**src/rtl/psg_bus_master.sv**
```systemverilog
// psg_bus_master: queues PSG register write/read requests and plays each one
// out on the YM2149 BDIR/BC/data bus as latch-address, write-value or
// read-value phases, each followed by an inactive gap. The latch phase is
// skipped when the PSG already holds the target address.
//
// Ports:
//   CLK, RESET             clock, synchronous active-high reset
//   REQ_VALID/REQ_READY    request handshake (REQ_READY = queue not full)
//   REQ_WRITE/ADDR/DATA    request payload (1 = write, 0 = read)
//   INVALIDATE             forget the cached PSG address
//   RSP_VALID/RSP_DATA     one-cycle read response strobe and held read data
//   BUSY                   queue non-empty or a transfer in progress
//   PSG_BDIR/BC/DO, PSG_DI PSG bus
module psg_bus_master #(
  parameter int unsigned FIFO_DEPTH  = 4,
  parameter int unsigned HOLD_CYCLES = 2,
  parameter int unsigned GAP_CYCLES  = 1
) (
  input  logic       CLK,
  input  logic       RESET,
  input  logic       REQ_VALID,
  output logic       REQ_READY,
  input  logic       REQ_WRITE,
  input  logic [7:0] REQ_ADDR,
  input  logic [7:0] REQ_DATA,
  input  logic       INVALIDATE,
  output logic       RSP_VALID,
  output logic [7:0] RSP_DATA,
  output logic       BUSY,
  output logic       PSG_BDIR,
  output logic       PSG_BC,
  output logic [7:0] PSG_DO,
  input  logic [7:0] PSG_DI
);

  localparam int unsigned DATA_W = 8;
  localparam int unsigned PTR_W  = $clog2(FIFO_DEPTH);
  localparam int unsigned CNT_W  = PTR_W + 1;
  localparam int unsigned PH_MAX = (HOLD_CYCLES > GAP_CYCLES) ? HOLD_CYCLES : GAP_CYCLES;
  localparam int unsigned PH_W   = $clog2(PH_MAX + 1);

  typedef struct packed {
    logic              wr;
    logic [DATA_W-1:0] addr;
    logic [DATA_W-1:0] data;
  } req_t;

  typedef enum logic [2:0] {S_IDLE, S_LATCH, S_GAP_A, S_XFER, S_GAP_X} state_t;

  state_t            r_state, w_state_nxt;
  logic [PH_W-1:0]   r_phase, w_phase_nxt;
  req_t              r_op, w_op_nxt;
  req_t              r_mem [FIFO_DEPTH];
  logic [PTR_W-1:0]  r_wptr, r_rptr;
  logic [CNT_W-1:0]  r_count, w_count_nxt;
  logic              r_ready;
  logic              r_cache_valid, w_cache_valid_nxt;
  logic [DATA_W-1:0] r_cache_addr, w_cache_addr_nxt;
  logic              r_bdir, r_bc, w_bdir_nxt, w_bc_nxt;
  logic [DATA_W-1:0] r_do, w_do_nxt;
  logic              r_rsp_valid, w_rsp_valid_nxt;
  logic [DATA_W-1:0] r_rsp_data, w_rsp_data_nxt;
  logic              r_busy, w_busy_nxt;
  logic              w_push, w_pop, w_hold_done, w_gap_done;
  req_t              w_req, w_head;

  assign REQ_READY = r_ready;
  assign RSP_VALID = r_rsp_valid;
  assign RSP_DATA  = r_rsp_data;
  assign BUSY      = r_busy;
  assign PSG_BDIR  = r_bdir;
  assign PSG_BC    = r_bc;
  assign PSG_DO    = r_do;

  assign w_req  = '{wr: REQ_WRITE, addr: REQ_ADDR, data: REQ_DATA};
  assign w_head = r_mem[r_rptr];
  // Readiness comes only from the registered count: a full queue never
  // accepts, even in a cycle where the head is popped.
  assign w_push = REQ_VALID & r_ready;
  assign w_pop  = (r_state == S_IDLE) && (r_count != '0);
  assign w_hold_done = (r_phase == PH_W'(HOLD_CYCLES - 1));
  assign w_gap_done  = (r_phase == PH_W'(GAP_CYCLES - 1));

  // Next-state, cache, response and bus decode.
  always_comb begin
    w_state_nxt       = r_state;
    w_phase_nxt       = r_phase;
    w_op_nxt          = r_op;
    w_cache_valid_nxt = r_cache_valid;
    w_cache_addr_nxt  = r_cache_addr;
    w_rsp_valid_nxt   = 1'b0;
    w_rsp_data_nxt    = r_rsp_data;
    w_bdir_nxt        = 1'b0;
    w_bc_nxt          = 1'b0;
    w_do_nxt          = '0;

    case (r_state)
      S_IDLE: begin
        if (w_pop) begin
          w_op_nxt    = w_head;
          w_phase_nxt = '0;
          if (!r_cache_valid || (r_cache_addr != w_head.addr)) w_state_nxt = S_LATCH;
          else                                                  w_state_nxt = S_XFER;
        end
      end
      S_LATCH: begin
        if (w_hold_done) begin
          w_state_nxt       = S_GAP_A;
          w_phase_nxt       = '0;
          w_cache_addr_nxt  = r_op.addr;
          w_cache_valid_nxt = 1'b1;
        end else begin
          w_phase_nxt = r_phase + PH_W'(1);
        end
      end
      S_GAP_A: begin
        if (w_gap_done) begin
          w_state_nxt = S_XFER;
          w_phase_nxt = '0;
        end else begin
          w_phase_nxt = r_phase + PH_W'(1);
        end
      end
      S_XFER: begin
        if (w_hold_done) begin
          w_state_nxt = S_GAP_X;
          w_phase_nxt = '0;
          // Read data is taken from the last cycle the PSG drives it.
          if (!r_op.wr) begin
            w_rsp_data_nxt  = PSG_DI;
            w_rsp_valid_nxt = 1'b1;
          end
        end else begin
          w_phase_nxt = r_phase + PH_W'(1);
        end
      end
      S_GAP_X: begin
        if (w_gap_done) begin
          w_state_nxt = S_IDLE;
          w_phase_nxt = '0;
        end else begin
          w_phase_nxt = r_phase + PH_W'(1);
        end
      end
      default: begin
        w_state_nxt = S_IDLE;
        w_phase_nxt = '0;
      end
    endcase

    // Invalidate overrides a cache fill on the same edge.
    if (INVALIDATE) w_cache_valid_nxt = 1'b0;

    // Bus pins are registered copies of the decode of the next state.
    case (w_state_nxt)
      S_LATCH: begin
        w_bdir_nxt = 1'b1;
        w_bc_nxt   = 1'b1;
        w_do_nxt   = w_op_nxt.addr;
      end
      S_XFER: begin
        if (w_op_nxt.wr) begin
          w_bdir_nxt = 1'b1;
          w_do_nxt   = w_op_nxt.data;
        end else begin
          w_bc_nxt   = 1'b1;
        end
      end
      default: ;
    endcase

    case ({w_push, w_pop})
      2'b10:   w_count_nxt = r_count + CNT_W'(1);
      2'b01:   w_count_nxt = r_count - CNT_W'(1);
      default: w_count_nxt = r_count;
    endcase

    w_busy_nxt = (w_count_nxt != '0) || (w_state_nxt != S_IDLE);
  end

  // State, control and output registers.
  always_ff @(posedge CLK) begin
    if (RESET) begin
      r_state       <= S_IDLE;
      r_phase       <= '0;
      r_op          <= '0;
      r_wptr        <= '0;
      r_rptr        <= '0;
      r_count       <= '0;
      r_ready       <= 1'b1;
      r_cache_valid <= 1'b0;
      r_cache_addr  <= '0;
      r_bdir        <= 1'b0;
      r_bc          <= 1'b0;
      r_do          <= '0;
      r_rsp_valid   <= 1'b0;
      r_rsp_data    <= '0;
      r_busy        <= 1'b0;
    end else begin
      r_state       <= w_state_nxt;
      r_phase       <= w_phase_nxt;
      r_op          <= w_op_nxt;
      r_count       <= w_count_nxt;
      r_ready       <= (w_count_nxt != CNT_W'(FIFO_DEPTH));
      r_cache_valid <= w_cache_valid_nxt;
      r_cache_addr  <= w_cache_addr_nxt;
      r_bdir        <= w_bdir_nxt;
      r_bc          <= w_bc_nxt;
      r_do          <= w_do_nxt;
      r_rsp_valid   <= w_rsp_valid_nxt;
      r_rsp_data    <= w_rsp_data_nxt;
      r_busy        <= w_busy_nxt;
      if (w_push) r_wptr <= r_wptr + PTR_W'(1);
      if (w_pop)  r_rptr <= r_rptr + PTR_W'(1);
    end
  end

  // Queue storage; contents are don't-care until written.
  always_ff @(posedge CLK) begin
    if (w_push) r_mem[r_wptr] <= w_req;
  end

endmodule
```
**config.mk**
```make
export PLATFORM = sky130hd
export DESIGN_NAME = psg_bus_master
export DESIGN_NICKNAME = d
export VERILOG_FILES = /design/src/rtl/psg_bus_master.sv
export SDC_FILE = /design/constraint.sdc
export NUM_CORES = 1
export LEC_CHECK = 0
export ABC_CLOCK_PERIOD_IN_PS = 3300
export BUFFER_PORTS_ARGS = -buffer_cell sky130_fd_sc_hd__buf_4
export CAP_MARGIN = 20
export CORE_ASPECT_RATIO = 2
export CORE_MARGIN = 1.5
export CORE_UTILIZATION = 55
export DETAILED_ROUTE_END_ITERATION = 8
export GPL_TIMING_DRIVEN = 0
export PLACE_DENSITY_LB_ADDON = 0.15
export SLEW_MARGIN = 20
export SYNTH_ARGS = -nofsm -noshare
export SYNTH_HDL_FRONTEND = slang
export SYNTH_SLANG_ARGS = --single-unit
```
**constraint.sdc**
```tcl
create_clock -name CLK -period 3.3 [get_ports CLK]
set_input_delay 0.66 -clock CLK [delete_from_list [all_inputs] [get_ports CLK]]
set_output_delay 0.66 -clock CLK [all_outputs]
set_load 0.01 [all_outputs]
```
==> results.txt, run 1 <==
DR DRC count -> 0
DP HPWL -> 7670 um
clock tree root driver cell -> clkbuf_16
Synth warnings -> 0
Reg2Reg Setup Slack -> 0.26 ns
Inserted Clock Buffers -> 17
nets -> 510
fmax -> 0.329 GHz
first-pass GRT wire length -> 17900 um
RSZ-0062 raised after global routing -> false
Vias -> 3568
Port Buf Inserts -> 49
Die X -> 73.0 um
initial core utilization -> 0.559
GRT overflow -> 0
routed vias/inst -> 5.79
Final Max Tran Viols -> 0
CTS tree -> done
fillcell total -> 718
clk sink count -> 129
maxcap violations -> 0
hold worst-path end -> r_cache_valid
synth cell count leaders -> edfxtp_1 (68), dfxtp_1 (61), nand2_1 (31)
Flop pwr share -> 0.374
Synth area leaders -> edfxtp_1 (38%), dfxtp_1 (23%), mux4_1 (7.3%)
Worst-path clk slew -> 0.05 ns
post-synth top area share -> 0.379
VDD IR max -> 0.596 mV
CTS H-tree lvls -> 4
WL/cell -> 18.2 um
Hold Path Stages -> 2
FF-to-FF Start -> r_state[2]
FF+latch count, synth -> 129
Post-synth EDFFs -> 68
capturing point of the worst reg2reg path -> BUSY
Switching Share -> 0.309
Finished Layout Cells -> 616
Max Root-Sink Buffers -> 2
worst hold path startpoint -> INVALIDATE
maximum fanout along the worst path -> 10
Power Density -> 859 nW/um^2
critical path arrival -> 3.36 ns
register area share after synthesis -> 0.606
Worst-Margin Slew -> 0.896 ns
Cells after DPL -> 584
Post-DRT Antenna Nets -> 0
ant diodes -> 0
Die Height -> 143 um
Internal -> 0.00386 W
P&R area growth vs syn -> 20.7%
largest net degree at the start of global routing -> 18
Post-Syn Area per Cell -> 13.4 sq um
Crit Path Class -> reg -> reg
clock share of power -> 0.325
fin util -> 0.675
ys async rst share -> 0
CTS resizes -> 0
initial antenna violation count -> 0
prevailing post-synth register cell -> edfxtp_1
TNS Setup -> 0 ns
Leak Pwr -> 2.34 nW
DIE AREA -> 10400 sq um
Worst R2R Path Depth -> 11
cell taking the most area after synthesis -> edfxtp_1
Core ar. -> 9640 sq um
CP endpoint kind -> register
Tcrit/Tclk final -> 0.920
post-synth net total -> 442
sw power -> 0.00172 W
fraction of layout cells with a size suffix above 1 -> 0.219
GRT Total Usage -> 0.235
Slew headroom -> 0.402
HP Class -> in -> reg
Clock Latency Late Sink -> 0.41 ns
Final Hold Fails -> 0
post-synth cell types -> 54
Finish-stage setup viols -> 0
status -> complete, no violations
Post-Synthesis Cells -> 403
routed wire length -> 11200 um
gpl congestion -> 0.877
clk_skew -> 0.00759 ns
setup repair bufs after CTS -> 0
worst path required time -> 3.62 ns
# rows -> 51
post-synth design cell area -> 5390 sq um
vias in the first global route -> 3660
drt first pass iters -> 4
top-count cell post-synth -> edfxtp_1
post-layout power -> 0.00558 W
Initial DRC Count -> 232
WHS -> 0.412 ns
post-route minimum period -> 3.04 ns
Top Ports -> 50
CTS Hold Bufs -> 0
combinational power share -> 0.301
Worst setup SP type -> register
==> layout make-up <==
cell class	instances	area [sq um]	share of cell area
sequential	129	3260	0.502
inverter	9	33.8	0.00520
tap	132	165	0.0254
clock inverter	13	144	0.0221
multi-input combinational	241	1940	0.298
buffer	24	160	0.0246
clock buffer	19	433	0.0666
timing repair buffer	49	368	0.0566
==> critical path: stages, from the launching register on <==
cell and delay (ns):
dfxtp_1 0.35, or3_1 0.37, clkbuf_1 0.23, nor2_4 0.30, buf_4 0.27, ha_1 0.20, inv_1 0.06, fa_1 0.43
nor2b_1 0.16, a22o_1 0.20, and2_1 0.16, a41oi_1 0.21
==> stage by stage <==
step                cell area (sq um)  setup WS, ns
global route                     6500        0.0924
CTS                              6500         0.292
floorplan                        5390         0.709
finish                           6500         0.264
global placement                 5920         0.356
detailed placement               5930         0.316
==> power by group through the flow <==
stage | combinational [W] | clock [W] | sequential [W]
after global routing | 0.00182 | 0.00191 | 0.00211
after global placement | 0.00161 | 0 | 0.00210
after detailed placement | 0.00165 | 0 | 0.00211
final | 0.00168 | 0.00182 | 0.00209
after CTS | 0.00167 | 0.00183 | 0.00209
after floorplan | 0.00120 | 0 | 0.00211
==> cell usage in the layout (no fill, tap or decap), types with 11 or more instances in the layout <==
| cell | instances |
|---|---|
| dfxtp_1 | 61 |
| nor2_1 | 26 |
| xnor2_1 | 11 |
| edfxtp_1 | 68 |
| mux2i_1 | 13 |
| nand3_1 | 12 |
| nand4_1 | 20 |
| buf_4 | 51 |
| clkbuf_16 | 17 |
| nand2_1 | 31 |
| a21oi_1 | 21 |
| clkbuf_1 | 11 |
| mux4_1 | 15 |
==> cells by family after synthesis <==
kind of cell               after synthesis  share of synthesized area
buffers and inverters                   33                     0.0360
and+or+nand+nor                        126                      0.123
DFF                                    129                      0.606
xor gates and xnor gates                14                     0.0228
muxes                                   35                      0.116
AOI/OAI and AO/OA                       56                     0.0722
adders and majority gates               10                     0.0246
==> metal layers <==
metal  part of all wire  track usage
met1               0.36        0.232
met5                  0            0
met4              0.040        0.140
met3              0.036       0.0677
met2               0.56        0.420
==> flip-flops by register name (all words and copies together) (netlist names), named ones only <==
| name | count |
|---|---|
| r_mem | 68 |
| r_op | 17 |
| PSG_DO | 8 |
| RSP_DATA | 8 |
| r_cache_addr | 8 |
| r_count | 3 |
| r_state | 3 |
| r_phase | 2 |
| r_rptr | 2 |
| r_wptr | 2 |
| BUSY | 1 |
| PSG_BC | 1 |
| PSG_BDIR | 1 |
| REQ_READY | 1 |
| RSP_VALID | 1 |
| r_cache_valid | 1 |
==> worst max path at each step <==
stage          slack, ns       start    to
2_1_floorplan       0.71  r_state[2]  BUSY
3_3_place_gp        0.36  r_state[2]  BUSY
3_5_place_dp        0.32  r_state[2]  BUSY
4_1_cts             0.29  r_state[2]  BUSY
5_1_grt             0.09  r_state[2]  BUSY
6_report            0.26  r_state[2]  BUSY
No activity file was read; power rests on OpenSTA's default activity.
==> inputs of run 2 (changes only) <==
Settings changed: ABC_AREA set to 1.
==> run 2 against run 1 <==
  * Global-route usage decreased by 0.32 points
  * Non-clock buffer count increased by 3
  * Worst hold slack got worse by 0.0017 ns
  * Synthesized cell count increased by 36%
  * Sequential share of layout area increased by 0.54 points
  * First-iteration DRC count decreased by 6.0%
  * Routed wire length decreased by 3.0%
  * Utilization increased by 1.5 points
==> results.txt, run 2 <==
commonest non-fill, non-tap cell in the layout -> nand2_1
clock tree root driver cell -> clkbuf_16
worst path required time -> 3.60 ns
Tcrit/Tclk final -> 0.850
clk_skew -> 0.00595 ns
CTS tree -> done
CTS H-tree lvls -> 4
Inserted Clock Buffers -> 17
ys async rst share -> 0
DIE AREA -> 10200 sq um
Crit Path Class -> reg -> reg
cell taking the most area after synthesis -> edfxtp_1
post-synth top area share -> 0.387
Finished Cell Area -> 6430 sq um
Worst-path clk slew -> 0.06 ns
Post-Synthesis Cells -> 549
Leak Pwr -> 2.71 nW
initial core utilization -> 0.566
Final Max Tran Viols -> 0
DP HPWL -> 7800 um
Port Buf Inserts -> 48
DR DRC count -> 0
gpl congestion -> 0.887
ant diodes -> 0
Regs by FF count -> r_mem: 68 flops, r_op: 17 flops
mux share of post-synthesis cell area -> 0
fraction of layout cells with a size suffix above 1 -> 0.177
Final Hold Fails -> 0
Max Root-Sink Buffers -> 2
CTS resizes -> 0
routed wire length -> 10900 um
post-synth design cell area -> 5270 sq um
placed inst area -> 5820 sq um
post-route minimum period -> 2.81 ns
Post-Syn Area per Cell -> 9.60 sq um
first-pass GRT wire length -> 17600 um
maximum fanout along the worst path -> 10
Slew headroom -> 0.605
drt first pass iters -> 5
WHS -> 0.411 ns
clk sink count -> 129
GRT Total Usage -> 0.232
synth cell count leaders -> nand2_1 (91), nor2_1 (82), edfxtp_1 (68)
nets -> 659
commonest non-fill, non-tap cells in the layout -> nand2_1 (91), nor2_1 (78), edfxtp_1 (68)
vias in the first global route -> 3972
critical path arrival -> 3.11 ns
Worst setup SP type -> register
Synth area leaders -> edfxtp_1 (39%), dfxtp_1 (23%), nand2_1 (6.5%)
register area share after synthesis -> 0.619
Worst-Margin Slew -> 0.586 ns
Largest register FFs -> 68
Top Ports -> 50
Die Height -> 141 um
setup repair bufs after CTS -> 0
HP Class -> in -> reg
final setup margin -> 0.493 ns
largest net degree at the start of global routing -> 17
CTS Hold Bufs -> 0
Synth Area in Adders -> 0.0252
Synth warnings -> 0
RSZ-0062 raised after global routing -> false
top-count cell post-synth -> nand2_1
Clock Latency Late Sink -> 0.41 ns
TNS Setup -> 0 ns
prevailing post-synth register cell -> edfxtp_1
main combinational cell family by area after synthesis -> simple AND/OR/NAND/NOR gates
initial antenna violation count -> 0
post-synth cell types -> 38
Top reg by flops -> r_mem
WL/cell -> 14.8 um
Power Density -> 932 nW/um^2
Die X -> 72.2 um
post-synth net total -> 588
# rows -> 50
XOR/XNOR Fraction of Synth Area -> 0.00664
Post-Place Worst Slack -> 0.491 ns
Finish-stage setup viols -> 0
Vias -> 3915
fmax -> 0.356 GHz
simple-gate portion of the synthesized area -> 0.180
routed vias/inst -> 5.31
VDD IR max -> 0.512 mV
status -> complete, no violations
Post-synth EDFFs -> 68
CP endpoint kind -> register
Initial DRC Count -> 218
FF+latch count, synth -> 129
Post-DRT Antenna Nets -> 0
P&R area growth vs syn -> 22.0%
Core ar. -> 9320 sq um
Compound-Gate Fraction of Synth Area -> 0.0961
GRT overflow -> 0
maxcap violations -> 0
run 2: routing by layer:
metal  track usage  wire length (um)  vias up
met4         0.142               442        0
met3        0.0653               493       34
li1              -                 -     1957
met5             0                 0        -
met2         0.416              5990      121
met1         0.229              3970     1803
run 2: kinds of logic (layout without fill, tap and decap cells):
family                   after synthesis  count (layout)
AND/OR/NAND/NOR                      221             221
flip-flops                           129             129
AO/OA/AOI/OAI                         95              95
buffers and inverters                 90             174
adder cells (fa/ha/maj)               10              10
XOR/XNOR                               4               4
run 2: critical path: stages (launching register included):
cell     delay [ns]
dfxtp_1        0.34
inv_2          0.07
nand2_1        0.09
nor2_1         0.10
nand2_1        0.12
inv_2          0.09
buf_2          0.21
buf_2          0.24
ha_1           0.18
inv_1          0.07
fa_1           0.48
nand2_1        0.05
o21ai_0        0.10
inv_1          0.06
nor2_1         0.15
a21oi_1        0.09
nor3_1         0.17
nand2_1        0.07
run 2: final cells by class:
type,count,area [sq um]
Inverter,66,250
Sequential cell,129,3260
Clock buffer,17,425
Timing Repair Buffer,52,405
Fill cell,703,2890
Clock inverter,15,190
Tap cell,104,130
Buffer,24,135
Multi-Input combinational cell,330,1630
run 2: through the flow:
step	power (W)	utilization	cells
floorplan	0.00348	-	549
global placement	0.00401	0.618	701
detailed placement	0.00408	0.624	705
CTS	0.00601	0.690	737
global route	0.00635	0.690	737
finish	0.00599	0.690	737
run 2: final timing paths:
kind	endpoint	slack (ns)	start	cells after the start
max	BUSY	0.49	r_state[1]	17
min	r_cache_valid	0.41	INVALIDATE	2
max reg2reg	BUSY	0.49	r_state[1]	17
min reg2reg	r_rptr[1]	0.47	r_rptr[1]	2
run 2: where the power goes:
group	internal [W]	switching, W	total, W
clock	0.00126	0.000664	0.00192
combinational	0.000684	0.00128	0.00196
sequential	0.00201	0.000104	0.00211
